File: config.mk
export PLATFORM = sky130hd
export DESIGN_NAME = alu_pipe_seq_flat
export DESIGN_NICKNAME = d
export VERILOG_FILES = /design/src/rtl/alu_pkg.sv /design/src/rtl/alu_pipe_seq_if.sv /design/src/rtl/alu_shift_add_mul.sv /design/src/rtl/alu_pipe_seq.sv /design/src/flat_wrapper.sv
export SDC_FILE = /design/constraint.sdc
export NUM_CORES = 1
export LEC_CHECK = 0
export ABC_CLOCK_PERIOD_IN_PS = 1850
export BUFFER_PORTS_ARGS = -buffer_cell sky130_fd_sc_hd__buf_2
export CORE_MARGIN = 1
export CORE_UTILIZATION = 37
export CTS_CLUSTER_SIZE = 12
export DETAILED_ROUTE_END_ITERATION = 8
export PLACE_DENSITY_LB_ADDON = 0.15
export SYNTH_ARGS = -nofsm -noshare
export SYNTH_HDL_FRONTEND = slang
export SYNTH_SLANG_ARGS = --single-unit
File: constraint.sdc
create_clock -name clk -period 1.85 [get_ports clk]
set_input_delay 0.0925 -clock clk [delete_from_list [all_inputs] [get_ports clk]]
set_output_delay 0.0925 -clock clk [all_outputs]
set_load 0.02 [all_outputs]
File: src/rtl/alu_pkg.sv
// alu_pkg: opcodes, flag bundle and FSM states shared by the alu_pipe_seq files
package alu_pkg;
  localparam logic [3:0] OP_ADD  = 4'd0;
  localparam logic [3:0] OP_SUB  = 4'd1;
  localparam logic [3:0] OP_AND  = 4'd2;
  localparam logic [3:0] OP_OR   = 4'd3;
  localparam logic [3:0] OP_SLL  = 4'd4;
  localparam logic [3:0] OP_XNOR = 4'd5;
  localparam logic [3:0] OP_SRL  = 4'd6;
  localparam logic [3:0] OP_SRA  = 4'd7;
  localparam logic [3:0] OP_XOR  = 4'd8;
  localparam logic [3:0] OP_MUL  = 4'd9;
  typedef struct packed {
    logic carry;
    logic zero;
    logic overflow;
    logic sign;
  } flags_t;
  typedef enum logic [1:0] {IDLE, MUL_BUSY, MUL_DONE} state_t;
endpackage

File: src/rtl/alu_pipe_seq_if.sv
// alu_pipe_seq_if: issue-side and writeback-side handshake bundle of alu_pipe_seq
// master: operand-issue/writeback agent; slave: the ALU.
interface alu_pipe_seq_if #(parameter int WIDTH = 32);
  localparam int SHW = $clog2(WIDTH);
  logic             in_valid;
  logic             in_ready;
  logic [3:0]       opcode;
  logic [WIDTH-1:0] input1;
  logic [WIDTH-1:0] input2;
  logic [SHW-1:0]   shiftValue;
  logic             out_valid;
  logic             out_ready;
  logic [WIDTH-1:0] result;
  logic             carryFlag;
  logic             zeroFlag;
  logic             overFlowFlag;
  logic             signFlag;
  logic             illegalOp;
  modport master (
    output in_valid, opcode, input1, input2, shiftValue, out_ready,
    input  in_ready, out_valid, result, carryFlag, zeroFlag, overFlowFlag, signFlag, illegalOp
  );
  modport slave (
    input  in_valid, opcode, input1, input2, shiftValue, out_ready,
    output in_ready, out_valid, result, carryFlag, zeroFlag, overFlowFlag, signFlag, illegalOp
  );
endinterface

File: src/rtl/alu_shift_add_mul.sv
// alu_shift_add_mul: iterative unsigned shift-add multiplier, one multiplier bit per cycle
// Ports: clk, rst_n (async active-low), start_i loads a_i/b_i, done_o marks the cycle
//   doing the final iteration, product_o holds the 2*WIDTH-bit product from the next cycle.
module alu_shift_add_mul #(parameter int WIDTH = 32) (
  input  logic               clk,
  input  logic               rst_n,
  input  logic               start_i,
  input  logic [WIDTH-1:0]   a_i,
  input  logic [WIDTH-1:0]   b_i,
  output logic               done_o,
  output logic [2*WIDTH-1:0] product_o
);
  localparam int CW = $clog2(WIDTH) + 1;
  logic [CW-1:0] cnt_q, cnt_d;
  logic [WIDTH-1:0] a_q, a_d;
  logic [2*WIDTH-1:0] p_q, p_d;
  logic [WIDTH:0] sum;
  // Upper half accumulates the multiplicand; the lower half starts as the multiplier
  // and is consumed LSB-first as the whole register shifts right each step.
  always_comb begin
    sum = {1'b0, p_q[2*WIDTH-1:WIDTH]} + (p_q[0] ? {1'b0, a_q} : '0);
    a_d = start_i ? a_i : a_q;
    p_d = start_i ? {{WIDTH{1'b0}}, b_i} : (cnt_q != '0) ? {sum, p_q[WIDTH-1:1]} : p_q;
    cnt_d = start_i ? CW'(WIDTH) : (cnt_q != '0) ? cnt_q - CW'(1) : cnt_q;
  end
  always_ff @(posedge clk or negedge rst_n)
    if (!rst_n) begin
      cnt_q <= '0;
      a_q <= '0;
      p_q <= '0;
    end else begin
      cnt_q <= cnt_d;
      a_q <= a_d;
      p_q <= p_d;
    end
  assign done_o = cnt_q == CW'(1);
  assign product_o = p_q;
endmodule

File: src/rtl/alu_pipe_seq.sv
// alu_pipe_seq: registered WIDTH-bit ALU behind valid/ready handshakes, one op in flight
// Ports: clk, rst_n (async active-low), bus (alu_pipe_seq_if.slave):
//   issue side in_valid/in_ready/opcode/input1/input2/shiftValue,
//   writeback side out_valid/out_ready/result/carryFlag/zeroFlag/overFlowFlag/signFlag/illegalOp.
// Build option ALU_MUL_EN: opcode 9 becomes MUL via MUL_BUSY/MUL_DONE and alu_shift_add_mul;
//   otherwise opcode 9 is illegal and there is no FSM.
module alu_pipe_seq
  import alu_pkg::*;
#(parameter int WIDTH = 32) (
  input logic           clk,
  input logic           rst_n,
  alu_pipe_seq_if.slave bus
);
  logic slot_free, accept, is_mul, mul_wr;
  logic [2*WIDTH-1:0] mul_p;
  logic [WIDTH-1:0] a, b, res, res_q, res_d;
  logic [WIDTH:0] add_w, sub_w, sll_w, srl_w, sra_w;
  logic carry, ovf, ill, out_valid_q, out_valid_d, ill_q, ill_d;
  flags_t flags_q, flags_d;
  assign a = bus.input1;
  assign b = bus.input2;
  assign slot_free = !out_valid_q || bus.out_ready;
  assign accept = bus.in_valid && bus.in_ready;
  // One extra bit on each side of the shifters catches the last bit shifted out;
  // a zero shift leaves that extra bit 0.
  assign add_w = {1'b0, a} + {1'b0, b};
  assign sub_w = {1'b0, a} - {1'b0, b};
  assign sll_w = {1'b0, a} << bus.shiftValue;
  assign srl_w = {a, 1'b0} >> bus.shiftValue;
  assign sra_w = $signed({a, 1'b0}) >>> bus.shiftValue;
`ifdef ALU_MUL_EN
  state_t state_q, state_d;
  logic mul_done;
  alu_shift_add_mul #(.WIDTH(WIDTH)) u_mul (
    .clk(clk),
    .rst_n(rst_n),
    .start_i(accept && is_mul),
    .a_i(a),
    .b_i(b),
    .done_o(mul_done),
    .product_o(mul_p)
  );
  assign is_mul = bus.opcode == OP_MUL;
  assign bus.in_ready = state_q == IDLE && slot_free;
  assign mul_wr = state_q == MUL_DONE && slot_free;
  always_comb begin
    state_d = state_q;
    state_d = (state_q == IDLE && accept && is_mul) ? MUL_BUSY :
              (state_q == MUL_BUSY && mul_done) ? MUL_DONE :
              (state_q == MUL_DONE && slot_free) ? IDLE : state_q;
  end
  always_ff @(posedge clk or negedge rst_n)
    if (!rst_n) state_q <= IDLE;
    else state_q <= state_d;
`else
  assign is_mul = 1'b0;
  assign mul_wr = 1'b0;
  assign mul_p = '0;
  assign bus.in_ready = slot_free;
`endif
  // MUL also falls into the default arm here, but that decode is never registered.
  always_comb begin
    res = '0;
    carry = 1'b0;
    ovf = 1'b0;
    ill = 1'b0;
    case (bus.opcode)
      OP_ADD: begin
        {carry, res} = add_w;
        ovf = (a[WIDTH-1] == b[WIDTH-1]) && (add_w[WIDTH-1] != a[WIDTH-1]);
      end
      OP_SUB: begin
        {carry, res} = sub_w;
        ovf = (a[WIDTH-1] != b[WIDTH-1]) && (sub_w[WIDTH-1] != a[WIDTH-1]);
      end
      OP_AND:  res = a & b;
      OP_OR:   res = a | b;
      OP_SLL:  {carry, res} = sll_w;
      OP_XNOR: res = ~(a ^ b);
      OP_SRL:  {res, carry} = srl_w;
      OP_SRA:  {res, carry} = sra_w;
      OP_XOR:  res = a ^ b;
      default: ill = 1'b1;
    endcase
  end
  always_comb begin
    out_valid_d = out_valid_q && !bus.out_ready;
    res_d = res_q;
    flags_d = flags_q;
    ill_d = ill_q;
    if (accept && !is_mul) begin
      out_valid_d = 1'b1;
      res_d = res;
      flags_d = '{carry: carry, zero: res == '0, overflow: ovf, sign: res[WIDTH-1]};
      ill_d = ill;
    end else if (mul_wr) begin
      out_valid_d = 1'b1;
      res_d = mul_p[WIDTH-1:0];
      flags_d = '{carry: |mul_p[2*WIDTH-1:WIDTH], zero: mul_p[WIDTH-1:0] == '0,
                  overflow: 1'b0, sign: mul_p[WIDTH-1]};
      ill_d = 1'b0;
    end
  end
  always_ff @(posedge clk or negedge rst_n)
    if (!rst_n) begin
      out_valid_q <= 1'b0;
      res_q <= '0;
      flags_q <= '0;
      ill_q <= 1'b0;
    end else begin
      out_valid_q <= out_valid_d;
      res_q <= res_d;
      flags_q <= flags_d;
      ill_q <= ill_d;
    end
  assign bus.out_valid = out_valid_q;
  assign bus.result = res_q;
  assign bus.carryFlag = flags_q.carry;
  assign bus.zeroFlag = flags_q.zero;
  assign bus.overFlowFlag = flags_q.overflow;
  assign bus.signFlag = flags_q.sign;
  assign bus.illegalOp = ill_q;
endmodule

File: src/flat_wrapper.sv
// flat-port wrapper written by rule: the top's interface ports become plain ports
module alu_pipe_seq_flat import alu_pkg::*;
#(parameter int WIDTH = 32)
  (clk, rst_n, bus_in_valid, bus_opcode, bus_input1, bus_input2, bus_shiftValue, bus_out_ready, bus_in_ready, bus_out_valid, bus_result, bus_carryFlag, bus_zeroFlag, bus_overFlowFlag, bus_signFlag, bus_illegalOp);
  alu_pipe_seq_if #(.WIDTH(WIDTH)) bus_i ();
  input logic clk;
  input logic rst_n;
  input wire logic [$bits(bus_i.in_valid)-1:0] bus_in_valid;
  input wire logic [$bits(bus_i.opcode)-1:0] bus_opcode;
  input wire logic [$bits(bus_i.input1)-1:0] bus_input1;
  input wire logic [$bits(bus_i.input2)-1:0] bus_input2;
  input wire logic [$bits(bus_i.shiftValue)-1:0] bus_shiftValue;
  input wire logic [$bits(bus_i.out_ready)-1:0] bus_out_ready;
  output wire logic [$bits(bus_i.in_ready)-1:0] bus_in_ready;
  output wire logic [$bits(bus_i.out_valid)-1:0] bus_out_valid;
  output wire logic [$bits(bus_i.result)-1:0] bus_result;
  output wire logic [$bits(bus_i.carryFlag)-1:0] bus_carryFlag;
  output wire logic [$bits(bus_i.zeroFlag)-1:0] bus_zeroFlag;
  output wire logic [$bits(bus_i.overFlowFlag)-1:0] bus_overFlowFlag;
  output wire logic [$bits(bus_i.signFlag)-1:0] bus_signFlag;
  output wire logic [$bits(bus_i.illegalOp)-1:0] bus_illegalOp;
  assign bus_i.in_valid = bus_in_valid;
  assign bus_i.opcode = bus_opcode;
  assign bus_i.input1 = bus_input1;
  assign bus_i.input2 = bus_input2;
  assign bus_i.shiftValue = bus_shiftValue;
  assign bus_i.out_ready = bus_out_ready;
  assign bus_in_ready = bus_i.in_ready;
  assign bus_out_valid = bus_i.out_valid;
  assign bus_result = bus_i.result;
  assign bus_carryFlag = bus_i.carryFlag;
  assign bus_zeroFlag = bus_i.zeroFlag;
  assign bus_overFlowFlag = bus_i.overFlowFlag;
  assign bus_signFlag = bus_i.signFlag;
  assign bus_illegalOp = bus_i.illegalOp;
  alu_pipe_seq #(.WIDTH(WIDTH)) u_core (.clk(clk), .rst_n(rst_n), .bus(bus_i));
endmodule
* After elaboration in Yosys (flattened, before gate mapping)
Cells that the tools add are included.
** Word-level totals
- Bits in registers :: 38
- Input bits :: 77
- Output and inout bits :: 39
- Logic and storage cells :: 43
** Operators by class
- $add $sub $neg :: 2
- Eq/ne operators :: 12
- Shifts and indexed selects :: 3
- Mux-type cells :: 5
- Bitwise operators :: 4
- Reduce and logical (&&, ||, !) cells :: 10
** Operator list (count)
- $pmux 32 s9 :: 1
- $add 32x32->33 :: 1
- $shl 32x5->33 :: 1
- $shr 33x5->33 :: 1
- $sshr 33x5->33 :: 1
- $sub 32x32->33 :: 1
- $and 32x32->32 :: 1
- $logic_not 32->1 :: 1
- $not 32->32 :: 1
- $or 32x32->32 :: 1
- $xor 32x32->32 :: 1
- $eq 4x3->1 const B :: 4
- $reduce_or 9->1 :: 1
- $eq 4x2->1 const B :: 2
- $pmux 1 s5 :: 1
- $eq 4x1->1 const B :: 1
- $eq 4x4->1 const B :: 1
- $logic_and 1x1->1 :: 4
- $logic_not 4->1 :: 1
- $ne 1x1->1 :: 3
- $logic_not 1->1 :: 2
- $mux 1 :: 2
- $pmux 1 s2 :: 1
- $eq 1x1->1 :: 1
- $logic_or 1x1->1 :: 1

* Logic depth before layout (Yosys ltp)
Gate-level depths: netlist of run 1.
- Depth in word-level cells :: 4
- Depth in mapped cells :: 16
- Mapped depth without buffers :: 15

* Worst setup path after synthesis of run 1
No wires, ideal clock.
- Path kind :: input to register
- Start point :: in bus_input1[4]
- End point :: reg u_core.flags_q (netlist bit u_core.bus.zeroFlag)
- Setup time :: 0.067 ns
- Arrival time :: 3.295 ns
- Required time :: 1.783 ns
- Setup slack :: -1.513 ns
- Stages :: 15
- Buffers on the path :: 2
- Path through :: buf_1 > inv_1 > ha_1 > buf_6 > and2_4 > a221oi_2 > a21oi_2 > o21a_1 > o211ai_2 > o22a_1 > a21oi_1 > or4_1 > or3_1 > a2111oi_2 > a32o_1
** Between the ends
- Longest elaborated chain between the ends :: 4
- Elaborated cells on any way between the ends :: 11
- Classes of those cells :: add/sub (2); shift (3); mux (1); bitwise (4); reduce/logical (1)
** Ends and longest elaborated chain
- from (decl) :: RTL line flat_wrapper.sv:10 : input wire logic [$bits(bus_i.input1)-1:0] bus_input1;
- branches (longest 2 deep; another with $sub 32x32->33)
- $pmux 32 s9 * :: RTL line alu_pipe_seq.sv:67 : case (bus.opcode)
- $logic_not 32->1 * :: RTL line alu_pipe_seq.sv:94 : flags_d = '{carry: carry, zero: res == '0, overflow: ovf, sign: res[WIDTH-1]};
- to (signal assigned) :: RTL line alu_pipe_seq.sv:113 : flags_q <= flags_d;
- to (decl) :: RTL line alu_pipe_seq.sv:19 : flags_t flags_q, flags_d;
Mark *: on every way between the ends.
A chain may end at the register's enable or synchronous reset.

* Final worst setup path of run 1
- Start point :: in bus_input1[0]
- End point :: reg u_core.flags_q (netlist bit u_core.bus.zeroFlag)
Same word-level chain as after synthesis.

==> flow_metrics.env, run 1 <==
export IMPL_status="finished with violations"
export IMPL_failed_checks="setup timing"
export IMPL_grt_pass1_wl_mm=114.6
export IMPL_drtPass1Iterations=6
export IMPL_grt_pass1_vias=18060
export IMPL_die_w_um=187.7
export IMPL_drc=0
export IMPL_layout_drive_gt1_share_pct=55.98
export IMPL_clk_path_buf_depth=2
export IMPL_final_cells=3091
export IMPL_synthFlopType="dfrtp_1"
export IMPL_synth_largest_area_cell="ha_1"
export IMPL_dp_cells=2952
export IMPL_nets=2816
export IMPL_wl_mm=78.90
export IMPL_stdcell_area_um2=23470
export IMPL_place_area_um2=19770
export IMPL_hp_start="bus_in_valid"
export IMPL_ys_seq_area_share_pct=7.255
export IMPL_ys_top_cells_by_area="ha_1 (9.4%), mux4_2 (7.6%), dfrtp_1 (7.3%)"
export IMPL_routabilityCongestion=1.089
export IMPL_drt_iter0_markers=2091
export IMPL_overflow=0
export IMPL_coreArea_um2=33700
export IMPL_syn_to_final_growth_pct=83.89
export IMPL_whs_ns=0.1658
export IMPL_synth_ff_latch_count=37
export IMPL_cpMaxStageDelayCell="fa_2"
export IMPL_r2r_cells=12
export IMPL_synth_most_common_cell="nand2_1"
export IMPL_portBuffers=115
export IMPL_powerDensity_nw_per_um2=413.2
export IMPL_path_buf_inv=1
export IMPL_dp_hpwl_mm=63.45
export IMPL_vdd_drop_max_mv=0.7157
export IMPL_n_fill_cell=2779
export IMPL_synthArstFlopShare_pct=100.0
export IMPL_clk_pin_slew_ns=0.05
export IMPL_grt_start_max_net_pins=38
export IMPL_vias=19080
export IMPL_synth_edf_count=0
export IMPL_slew_viol_final=0
export IMPL_wl_per_cell_um=25.53
export IMPL_io_pins=116
export IMPL_arrival_ns=3.41
export IMPL_numCtsBuffers=5
export IMPL_max_stage_delay_ns=0.38
export IMPL_vias_per_cell=6.171
export IMPL_h_tree_depth=2
export IMPL_r2r_start="u_core.bus.out_valid$_DFF_PN0_"
export IMPL_skew_ns=0.002061
export IMPL_r2r_slack_ns=-0.64
export IMPL_die_area_um2=35240
export IMPL_max_cap_violations=0
export IMPL_synth_common_cells="nand2_1 (180), nor2_1 (157), a21oi_1 (128)"
export IMPL_tightest_slew_ns=0.8079
export IMPL_crit_path_cell_trace="buf_12 > ha_4 > fa_2 > a211oi_4 > o211ai_1 > a21o_1 > or2_1 > a221o_1 > a211oi_2 > and3_1 > o211a_1 > nand4b_1 > a2111oi_2 > a32o_1"
export IMPL_relSlewSlack_pct=45.81
export IMPL_holdPathStages=3
export IMPL_die_h_um=187.7
export IMPL_timing_final_crit_share_pct=172.5
export IMPL_synth_nets=1955
export IMPL_clockRootBuffer="clkbuf_16"
export IMPL_critPathRequiredTime_ns=2.07
export IMPL_synth_cell_types=105
export IMPL_finalSetupViolations=35
export IMPL_num_rows=67
export IMPL_leakage_nw=10.62
export IMPL_min_to="u_core.bus.out_valid$_DFF_PN0_"
export IMPL_start_kind="input port"
export IMPL_layout_setup_ws_ns=-1.342
export IMPL_hold_path_class="input port to flop"
export IMPL_syn_avg_cell_area_um2=7.170
export IMPL_antenna_left=0
export IMPL_period_minus_slack_ns=3.192
export IMPL_hold_violations=0
export IMPL_path_class="input port to flop"
export IMPL_syn_area_um2=12760
export IMPL_crit_family="compound AO/OA/AOI/OAI gates"
export IMPL_clk_latency_ns=0.28
export IMPL_final_util_pct=69.64
export IMPL_cp_max_fo=3
export IMPL_synthCells=1780
export IMPL_synth_top_cell_area_share_pct=9.412
export IMPL_worstSetupEndpointType="flop"
export IMPL_track_usage_pct=42.86
export IMPL_cts_tree="done"
export IMPL_cts_sinks=37
export IMPL_rsz0062_at_grt="true"
export IMPL_timing_fmax_ghz=0.3133
export IMPL_antenna_found_initial=2
export IMPL_ys_warn_count=0
export IMPL_timing_rr_end="u_core.bus.zeroFlag$_DFFE_PN0P_"
export IMPL_start_util_pct=37.87
## final cells by class
type	count	area, um^2	share of cell area [%]
clock buffers	7	152.6	0.6504
multi-input cells	1475	12910	55.01
clock inverters	1	5.005	0.02133
repair buffers	1024	8482	36.14
diodes	1	2.502	0.01066
well taps	448	560.5	2.388
inverters	98	430.4	1.834
flip-flops and latches	37	925.9	3.945
## worst reg2reg max path, cell delays in order (launching register included)
cell	delay, ns
dfrtp_1	0.37
nand2b_1	0.16
nand2_2	0.16
nor3_2	0.21
nand2_1	0.10
nor3_2	0.21
buf_4	0.18
nand3_1	0.15
nor4_4	0.23
buf_4	0.17
nand4_1	0.11
nor4_2	0.18
a32o_1	0.20
## state kept, by name, summed over array words and instances, names as in the netlist
register,count
u_core.bus.carryFlag,1
u_core.bus.out_valid,1
u_core.bus.overFlowFlag,1
u_core.bus.result,31
u_core.bus.zeroFlag,1
u_core.bus.illegalOp,1
u_core.bus.signFlag,1
## placed cells by master, fill, tap and decap left out, types with 20 or more instances in the layout
master,n
nor2_1,140
buf_12,36
ha_4,29
nor3_1,26
nand3_1,38
nand2b_1,21
dfrtp_1,37
nand4_1,20
mux2_2,32
ha_1,63
o21ai_0,82
o21ai_1,25
mux4_2,43
mux2i_1,66
a211oi_1,33
buf_6,81
inv_2,24
nand2_1,169
a21oi_2,23
a21oi_1,101
buf_2,85
o211ai_1,31
buf_4,804
inv_1,58
## worst max-delay path by stage
stage	startpoint	end	slack [ns]	depth (start not counted)
finish	bus_input1[0]	u_core.bus.zeroFlag$_DFFE_PN0P_	-1.34	14
global route	bus_input1[0]	u_core.bus.zeroFlag$_DFFE_PN0P_	-1.43	14
CTS	bus_input1[0]	u_core.bus.zeroFlag$_DFFE_PN0P_	-1.31	14
detailed placement	bus_shiftValue[2]	u_core.bus.zeroFlag$_DFFE_PN0P_	-2.02	16
global placement	bus_shiftValue[2]	u_core.bus.zeroFlag$_DFFE_PN0P_	-2.10	16
floorplan	bus_input1[0]	u_core.bus.zeroFlag$_DFFE_PN0P_	-1.17	16
## metrics by stage
stage	worst slack [ns]	TNS [ns]	power, mW
floorplan	-1.173	-14.15	4.142
global placement	-2.099	-37.08	7.263
detailed placement	-2.022	-37.90	7.312
CTS	-1.312	-22.27	9.009
global route	-1.434	-26.54	10.08
finish	-1.342	-24.37	9.696
## routing by layer
layer  GRT usage (%)  part of all wire (%)  vias up
met5               0                 0.016        -
met4           19.73                   5.9        2
met3           5.091                   8.8      272
met2           67.99                    44     1131
met1           57.88                    42     9229
li1                -                     -     8441
## cells by family after synthesis
group | share of synthesized area [%]
AND/OR/NAND/NOR | 23.35
AO/OA/AOI/OAI | 31.88
buffers and inverters | 9.275
multiplexers | 17.96
adder cells (fa/ha/maj) | 9.725
flip-flops | 7.255
XOR/XNOR | 0.5490
## timing repair
item,CTS,global route
resized for setup,338,206
hold buffers,1,0
pin swaps,123,119
buffers inserted,80,55
gates cloned,4,3
setup endpoints to repair,35,35
hold endpoints to repair,37,0
## power by group
group,total [mW],leakage [nW],internal [mW],switching (mW)
clock,0.887,0.0799,0.570,0.317
sequential,1.04,0.465,0.967,0.0756
combinational,7.77,10.1,3.77,4.00
total,9.70,10.6,5.30,4.39
No activity file was read; power rests on OpenSTA's default activity.
==> run 2: changes to the inputs <==
- ABC_CLOCK_PERIOD_IN_PS: 1850 -> 3400
- CELL_PAD_IN_SITES_DETAIL_PLACEMENT: default -> 1
- CELL_PAD_IN_SITES_GLOBAL_PLACEMENT: default -> 1
- clock period: 1.85 -> 3.4 ns (I/O delays scaled with it)
==> run 2 against run 1 <==
Against the previous run:
- the run still ends with setup timing left
- critical path type unchanged
- clock skew fell by 0.00066 ns
- utilization is 15 points lower
- clock power decreased by 49%
- final cell count down 11%
- non-clock buffer count is 342 lower
- register-to-register slack improved by 1.5 ns
- via count shrank 5.6%
- hold slack got worse by 0.044 ns
- setup slack improved by 1.3 ns
- highest routed layer is now met4
- first-iteration DRC count fell by 9.1%
- largest power group unchanged
- critical path depth grew 2
==> flow_metrics.env, run 2 (synthesized netlist as in run 1, its figures left out) <==
export IMPL_status="finished with violations"
export IMPL_failed_checks="setup timing"
export IMPL_register_area_um2=925.9
export IMPL_numCtsBuffers=5
export IMPL_grt_pass1_vias=17780
export IMPL_grt_pass1_wl_mm=114.8
export IMPL_layout_drive_gt1_share_pct=39.89
export IMPL_drt_iter0_markers=1901
export IMPL_multi_input_area_um2=11310
export IMPL_relSlewSlack_pct=30.40
export IMPL_clk_pin_slew_ns=0.05
export IMPL_timing_final_crit_share_pct=100.3
export IMPL_tightest_slew_ns=1.018
export IMPL_wl_per_cell_um=28.93
export IMPL_powerDensity_nw_per_um2=239.0
export IMPL_vias=18000
export IMPL_vdd_drop_max_mv=0.4074
export IMPL_critPathRequiredTime_ns=3.62
export IMPL_die_w_um=187.7
export IMPL_final_common_cell="buf_4"
export IMPL_die_h_um=187.7
export IMPL_n_fill_cell=4295
export IMPL_period_minus_slack_ns=3.411
export IMPL_cp_max_fo=5
export IMPL_clockRootBuffer="clkbuf_16"
export IMPL_dp_hpwl_mm=64.77
export IMPL_h_tree_depth=2
export IMPL_wl_mm=79.54
export IMPL_layout_setup_ws_ns=-0.01115
export IMPL_portBuffers=115
export IMPL_critPathLaunch="bus_input1[9]"
export IMPL_overflow=0
export IMPL_cts_sinks=37
export IMPL_skew_ns=0.001406
export IMPL_syn_to_final_growth_pct=43.82
export IMPL_worstSetupEndpointType="flop"
export IMPL_dp_slack_ns=-0.5780
export IMPL_r2r_slack_ns=0.86
export IMPL_leakage_nw=8.289
export IMPL_max_cap_violations=0
export IMPL_mostFrequentLayoutCells="buf_4 (556), nand2_1 (179), nor2_1 (153), a21oi_1 (121), o21ai_0 (115)"
export IMPL_num_rows=67
export IMPL_start_util_pct=37.87
export IMPL_io_pins=116
export IMPL_cts_tree="done"
export IMPL_vias_per_cell=6.549
export IMPL_nets=2474
export IMPL_r2r_cells=12
export IMPL_timing_rr_end="u_core.bus.zeroFlag$_DFFE_PN0P_"
export IMPL_hold_violations=0
export IMPL_start_kind="input port"
export IMPL_hold_path_class="input port to flop"
export IMPL_cp_endpoint="u_core.bus.zeroFlag$_DFFE_PN0P_"
export IMPL_largest_reg_flops=31
export IMPL_arrival_ns=3.63
export IMPL_path_class="input port to flop"
export IMPL_drc=0
export IMPL_timing_fmax_ghz=0.2932
export IMPL_antenna_found_initial=1
export IMPL_finalSetupViolations=1
export IMPL_clk_latency_ns=0.28
export IMPL_stdcell_area_um2=18360
export IMPL_grt_start_max_net_pins=56
export IMPL_rsz0062_at_grt="true"
export IMPL_coreArea_um2=33700
export IMPL_routabilityCongestion=1.044
export IMPL_drtPass1Iterations=5
export IMPL_whs_ns=0.1219
export IMPL_slew_viol_final=0
export IMPL_track_usage_pct=43.01
export IMPL_antenna_left=0
export IMPL_r2r_start="u_core.bus.out_valid$_DFF_PN0_"
export IMPL_die_area_um2=35240
export IMPL_clk_path_buf_depth=2
export IMPL_place_area_um2=17380
[run 2: cell count changes in the layout (fill, tap and decap cells not counted), moves of 21 or more]
cell,before,now
buf_12,36,11
buf_2,85,107
buf_6,81,4
inv_1,58,79
buf_4,804,556
o21ai_0,82,115
[run 2: how the worst min path moves through the flow]
stage / startpoint / end / slack, ns / cells past startpoint
6_report: bus_in_valid / u_core.bus.out_valid$_DFF_PN0_ / 0.12 / 2
5_1_grt: bus_in_valid / u_core.bus.out_valid$_DFF_PN0_ / 0.16 / 2
4_1_cts: bus_in_valid / u_core.bus.out_valid$_DFF_PN0_ / 0.12 / 2
3_5_place_dp: rst_n / u_core.bus.result[12]$_DFFE_PN0P_ / 0.29 / 1
3_3_place_gp: rst_n / u_core.bus.result[5]$_DFFE_PN0P_ / 0.28 / 1
2_1_floorplan: rst_n / u_core.bus.carryFlag$_DFFE_PN0P_ / -0.13 / 0
[run 2: where the power goes]
part | internal (mW) | total, mW | switching, mW
clock network | 0.287 | 0.451 | 0.164
registers | 0.526 | 0.570 | 0.0438
logic | 1.44 | 3.37 | 1.92
total | 2.26 | 4.39 | 2.13
[run 2: area by class of cell]
| class | instances | share of cell area (%) |
|---|---|---|
| Timing Repair Buffer | 682 | 27.40 |
| Clock buffer | 7 | 0.7771 |
| Tap cell | 448 | 3.054 |
| Multi-Input combinational cell | 1475 | 61.64 |
| Antenna cell | 2 | 0.02727 |
| Inverter | 98 | 2.059 |
| Sequential cell | 37 | 5.044 |
[run 2: repair_timing]
action,4_1_cts,5_1_grt
endpoints found under the setup margin,2,4
hold buffers,1,0
cloned,0,0
pin swaps,21,47
endpoints found under the hold margin,13,0
buffers inserted,5,15
resized for setup,54,96
[run 2: per-layer routing]
metal / vias up / wire (um) / GRT usage, %
li1: 7718 / - / -
met1: 8960 / 32940 / 56.39
met2: 1057 / 35940 / 70.40
met3: 268 / 6347 / 5.634
met4: 0 / 4317 / 18.67
met5: - / 0 / 0
[run 2: stage by stage]
| step | util, % | power, mW | TNS [ns] | instances |
|---|---|---|---|---|
| 6_report | 54.47 | 4.387 | -0.01115 | 2749 |
| 5_1_grt | 54.45 | 4.561 | -0.08303 | 2747 |
| 4_1_cts | 52.92 | 4.171 | 0 | 2733 |
| 3_5_place_dp | 51.58 | 3.634 | -2.294 | 2720 |
| 3_3_place_gp | 51.58 | 3.560 | -1.138 | 2720 |
| 2_1_floorplan | - | 2.109 | 0 | 1780 |
[run 2: worst max-delay path, cell delays in order]
cell and delay, ns:
buf_2 0.11, inv_1 0.15, ha_4 0.25, buf_4 0.16, nor2_1 0.19, buf_4 0.16, nand3_2 0.09, a21oi_4 0.20
o311ai_4 0.13, a41oi_2 0.26, o22a_1 0.16, a21oi_1 0.07, or4_4 0.54, or3_4 0.40, a2111oi_4 0.34, a32o_1 0.22
